--- src/rtl/int_sched_pkg.sv ---
// Shared definitions for the raster interrupt scheduler: register map,
// default frame height and the line scheduler state type.
package int_sched_pkg;

  localparam logic [2:0] INTSCH_VSINTL = 3'd0;
  localparam logic [2:0] INTSCH_VSINTH = 3'd1;
  localparam logic [2:0] INTSCH_HSINT  = 3'd2;
  localparam logic [2:0] INTSCH_LBASEL = 3'd3;
  localparam logic [2:0] INTSCH_LBASEH = 3'd4;
  localparam logic [2:0] INTSCH_LSTEP  = 3'd5;

  localparam int INTSCH_VLINES = 320;

  typedef struct packed {
    logic [8:0] vsint;
    logic [7:0] hsint;
    logic [8:0] lbase;
    logic [7:0] lstep;
  } intsch_cfg_t;

  typedef enum logic {
    LS_IDLE  = 1'b0,
    LS_ARMED = 1'b1
  } ls_state_t;

endpackage

--- src/rtl/int_line_step.sv ---
// Line INT scheduler: fires on the base line, then every lstep+1 lines
// until the end of the frame. Evaluated only on line_start cycles.
module int_line_step
  import int_sched_pkg::*;
#(
  parameter int VLINES = INTSCH_VLINES,
  parameter int HW     = 9
) (
  input  logic          clk,
  input  logic          res,
  input  logic          line_start,
  input  logic          frame_start,
  input  logic [HW-1:0] vcnt,
  input  logic [8:0]    lbase,
  input  logic [7:0]    lstep,
  output logic          fire
);

  ls_state_t  state_reg, state_next;
  logic [7:0] stepcnt_reg, stepcnt_next;
  logic       fire_reg, fire_next;
  ls_state_t  state_eff;
  logic       base_hit;

  always_ff @(posedge clk) begin
    if (res) begin
      state_reg   <= LS_IDLE;
      stepcnt_reg <= 8'd0;
      fire_reg    <= 1'b0;
    end else begin
      state_reg   <= state_next;
      stepcnt_reg <= stepcnt_next;
      fire_reg    <= fire_next;
    end
  end

  always_comb begin
    state_next   = state_reg;
    stepcnt_next = stepcnt_reg;
    fire_next    = 1'b0;
    // A new frame disarms before the base-line rule gets its chance.
    state_eff    = frame_start ? LS_IDLE : state_reg;
    base_hit     = (int'(vcnt) == int'(lbase)) && (int'(lbase) < VLINES);
    if (line_start) begin
      state_next = state_eff;
      if (base_hit) begin
        fire_next    = 1'b1;
        state_next   = LS_ARMED;
        stepcnt_next = lstep;
      end else if (state_eff == LS_ARMED && stepcnt_reg == 8'd0) begin
        fire_next    = 1'b1;
        stepcnt_next = lstep;
      end else if (state_eff == LS_ARMED) begin
        stepcnt_next = stepcnt_reg - 8'd1;
      end
    end
  end

  assign fire = fire_reg;

endmodule

--- src/rtl/int_sched.sv ---
// Raster-position interrupt scheduler: frame INT at a programmed (line, column)
// once per frame, plus the stepped line INT from int_line_step.
module int_sched
  import int_sched_pkg::*;
#(
  parameter int VLINES = INTSCH_VLINES,
  parameter int HW     = 9
) (
  input  logic          clk,
  input  logic          res,
  input  logic [HW-1:0] hcnt,
  input  logic [HW-1:0] vcnt,
  input  logic          line_start,
  input  logic          frame_start,
  input  logic          cfg_we,
  input  logic [2:0]    cfg_addr,
  input  logic [7:0]    cfg_data,
  output logic          int_start_frm,
  output logic          int_start_lin,
  output logic          frm_fired
);

  intsch_cfg_t cfg_reg, cfg_next;
  logic        match_reg, fired_reg, int_frm_reg;
  logic        match_prev, fired_prev, fmatch, frm_fire;
  logic        unused_hcnt_lsb;

  assign unused_hcnt_lsb = hcnt[0];

  always_comb begin
    cfg_next = cfg_reg;
    if (cfg_we) begin
      case (cfg_addr)
        INTSCH_VSINTL: cfg_next.vsint[7:0] = cfg_data;
        INTSCH_VSINTH: cfg_next.vsint[8]   = cfg_data[0];
        INTSCH_HSINT:  cfg_next.hsint      = cfg_data;
        INTSCH_LBASEL: cfg_next.lbase[7:0] = cfg_data;
        INTSCH_LBASEH: cfg_next.lbase[8]   = cfg_data[0];
        INTSCH_LSTEP:  cfg_next.lstep      = cfg_data;
        default:       cfg_next = cfg_reg;
      endcase
    end
  end

  // frame_start clears the history first so a (0,0) position refires each frame.
  always_comb begin
    match_prev = frame_start ? 1'b0 : match_reg;
    fired_prev = frame_start ? 1'b0 : fired_reg;
    fmatch     = (int'(vcnt) == int'(cfg_reg.vsint)) &&
                 (int'(cfg_reg.vsint) < VLINES) &&
                 (hcnt[8:1] == cfg_reg.hsint) && !fired_prev;
    frm_fire   = fmatch && !match_prev;
  end

  always_ff @(posedge clk) begin
    if (res) begin
      cfg_reg     <= '0;
      match_reg   <= 1'b0;
      fired_reg   <= 1'b0;
      int_frm_reg <= 1'b0;
    end else begin
      cfg_reg     <= cfg_next;
      match_reg   <= fmatch;
      fired_reg   <= fired_prev | frm_fire;
      int_frm_reg <= frm_fire;
    end
  end

  int_line_step #(
    .VLINES(VLINES),
    .HW    (HW)
  ) u_line_step (
    .clk        (clk),
    .res        (res),
    .line_start (line_start),
    .frame_start(frame_start),
    .vcnt       (vcnt),
    .lbase      (cfg_reg.lbase),
    .lstep      (cfg_reg.lstep),
    .fire       (int_start_lin)
  );

  assign int_start_frm = int_frm_reg;
  assign frm_fired     = fired_reg;

endmodule
--- config.mk ---
export PLATFORM = sky130hd
export DESIGN_NAME = int_sched
export DESIGN_NICKNAME = d
export VERILOG_FILES = /design/src/rtl/int_sched_pkg.sv /design/src/rtl/int_line_step.sv /design/src/rtl/int_sched.sv
export SDC_FILE = /design/constraint.sdc
export NUM_CORES = 1
export LEC_CHECK = 0
export ABC_AREA = 0
export CELL_PAD_IN_SITES_DETAIL_PLACEMENT = 1
export CELL_PAD_IN_SITES_GLOBAL_PLACEMENT = 1
export CORE_MARGIN = 4
export CORE_UTILIZATION = 39
export DETAILED_ROUTE_END_ITERATION = 16
export PLACE_DENSITY_LB_ADDON = 0.1
export SLEW_MARGIN = 10
export SYNTH_ARGS = -nofsm -noshare
export SYNTH_HDL_FRONTEND = slang
export SYNTH_SLANG_ARGS = --single-unit
--- constraint.sdc ---
create_clock -name clk -period 1.96 [get_ports clk]
set_clock_uncertainty 0.1 [all_clocks]
set_input_delay 0.392 -clock clk [delete_from_list [all_inputs] [get_ports clk]]
set_output_delay 0.392 -clock clk [all_outputs]
set_load 0.01 [all_outputs]
==> impl_metrics.ini <==
[setup_path]
worstPathArrival_ns = 2.03
cp-end-kind = flop
path_max_fanout = 10
cp_top_family = simple AND/OR/NAND/NOR gates
crit_path_cell_trace = dlygate4sd2_1, xor2_1, nor4_2, buf_4, and3_4, nor2_4, a221o_1
worstSetupPathType = input pin to flop
required_ns = 2.05
critPathMaxStageDelay_ns = 0.38
worstSetupStartpointType = input pin
cp_slowest_cell = nor4_2
path_buf_inv = 2
crit_cells = 7
r2r_cells = 6

[die]
die_h_um = 84.04
ioPinCount = 37
start_util = 0.4070
die_w_um = 84.04
rows = 27
core_um2 = 5540
dieArea_um2 = 7062

[finish]
fin_area_um2 = 3032
multi_input_area_um2 = 1316
layout-drive-gt1-share = 0.1563
seq_area_um2 = 943.4
layout.nets = 374
antenna_cells = 0
fillers = 693
area_growth_pct = 34.46
layoutNonFillerInstCount = 411
largest_register_ffs = 34

[sta]
finalSetupTns_ns = 0
slew_viol_final = 0
tightest_slew_ns = 0.3897
fin_crit_sh = 0.9873
slew_headroom = 0.7374
hold_viol = 0
clock.fmax_mhz = 516.8
setup_viol = 0
worst_slack_ns = 0.02488
period_needed_ns = 1.935
rsz0062_at_grt = yes

[place]
dp_hpwl_um = 4972
place_inst = 400
place_area_um2 = 2815
gp_congestion = 0.8329
place.port_buffers = 35
dp_worst_setup_slack_ns = -0.4774

[worst_hold_path]
hold_path.class = flop to flop
hold_depth = 1

[synthesis]
yosysTopAreaCellShare = 0.4173
ys_top_cells_by_area = dfxtp_1 42%, nand2_1 12%, a21oi_1 8.0%, xor2_1 6.2%, xnor2_1 4.3%
ys_ff_latch = 47
syn_area_um2 = 2255
synth_top_area_cell = dfxtp_1
syn_area_per_cell_um2 = 7.995
yosys-top-cells-count = 74 x nand2_1, 47 x dfxtp_1, 36 x a21oi_1
yosysMostFrequentCell = nand2_1
yosys_warnings = 0
async_reset_ff_frac = 0
synthFlopType = dfxtp_1
yosysSeqAreaShare = 0.4173
synth_cell_types = 47
synth_fp_nets = 318
synth_edf_count = 0
synthCells = 282

[global_routing]
track_usage = 0.1896
grt_overflow = 0
antenna_found_initial = 0
grt_pass1_wl_um = 10730
grt_max_degree = 21
grt_pass1_vias = 2171

[drt]
drt_iter0_markers = 72
drtAntennaViolNets = 0
drt-met1-wl_um = 3161
highest_layer = met4
wl_met2_um = 3237
vias = 2142
met3_wirelength_um = 206
drc = 0
drt_wl_total_um = 6659
wl_per_cell_um = 16.20
drt_first_pass_iters = 4
drt-vias-per-instance = 5.212

[clock_network]
holdBufCountCts = 0
cts-root-buf = clkbuf_8
htreeDepth = 2
numCtsBuffers = 5
tritoncts = done
clkLatencyLatePin_ns = 0.30
cts_buffer_depth = 2
clkTransAtPathRegs_ns = 0.09
clkSinkCount = 47

[pwr]
p_leak_nw = 1.189
vdd_drop_max_uv = 277.3
power.density_nw_per_um2 = 615.9

[status]
status = finished clean

[run]
maxCapViolCount = 0
metal layers:
metal / track usage / vias up
li1: - / 1069
met1: 0.2474 / 1035
met2: 0.3235 / 33
met3: 0.03949 / 5
met4: 0.03509 / 0
met5: 0 / -
final timing paths:
path	start	end	slack (ns)
setup reg to reg	cfg_reg[10]	u_line_step.stepcnt_reg[2]	0.04
setup / recovery	vcnt[4]	u_line_step.stepcnt_reg[2]	0.02
hold / removal	match_reg	int_start_frm	0.33
hold reg to reg	match_reg	int_start_frm	0.33
placed cells by master (no fill, tap or decap), types with 4 or more instances in the layout:
cell	count
nand2_1	74
dfxtp_1	45
a21oi_1	35
clkdlybuf4s50_1	25
buf_4	23
xor2_1	16
nor2_1	12
xnor2_1	10
inv_1	7
clkbuf_8	7
nor3_1	5
a31oi_1	5
dlymetal6s2s_1	5
dlygate4sd2_1	5
o211ai_1	4
o21ai_0	4
timing repair:
action | CTS | global route
gates resized for setup | 12 | 17
setup endpoints to repair | 10 | 9
setup buffers | 2 | 1
pin swaps | 5 | 12
layout make-up:
cell class / instances / share of cell area
clock buffers: 7 / 0.03178
clock inverters: 1 / 0.002476
inverters: 7 / 0.008667
multi-input cells: 217 / 0.4342
flip-flops and latches: 47 / 0.3112
well taps: 72 / 0.02972
repair buffers: 60 / 0.1820
cell families (layout without fill, tap and decap cells):
family,Yosys count,in the layout,synth area share
buffers and inverters,18,75,0.03164
adders and majority gates,2,2,0.01110
muxes,2,2,0.008879
and+or+nand+nor,124,124,0.2608
AOI/OAI and AO/OA,62,62,0.1654
DFF,47,47,0.4173
xor gates and xnor gates,27,27,0.1049
metrics by stage:
| step | hold slack, ns | util | power [W] |
|---|---|---|---|
| after floorplan | 0.2995 | - | 0.001089 |
| after global placement | 0.3090 | 0.5081 | 0.001218 |
| after detailed placement | 0.3137 | 0.5081 | 0.001221 |
| after CTS | 0.3273 | 0.5339 | 0.001873 |
| after global routing | 0.3557 | 0.5472 | 0.001952 |
| final | 0.3300 | 0.5472 | 0.001867 |
power breakdown:
part,switching [W],internal (W)
sequential,0.0000109,0.000969
combinational,0.000113,0.000110
clock,0.000343,0.000322
Power figures use the tool's default switching activity.
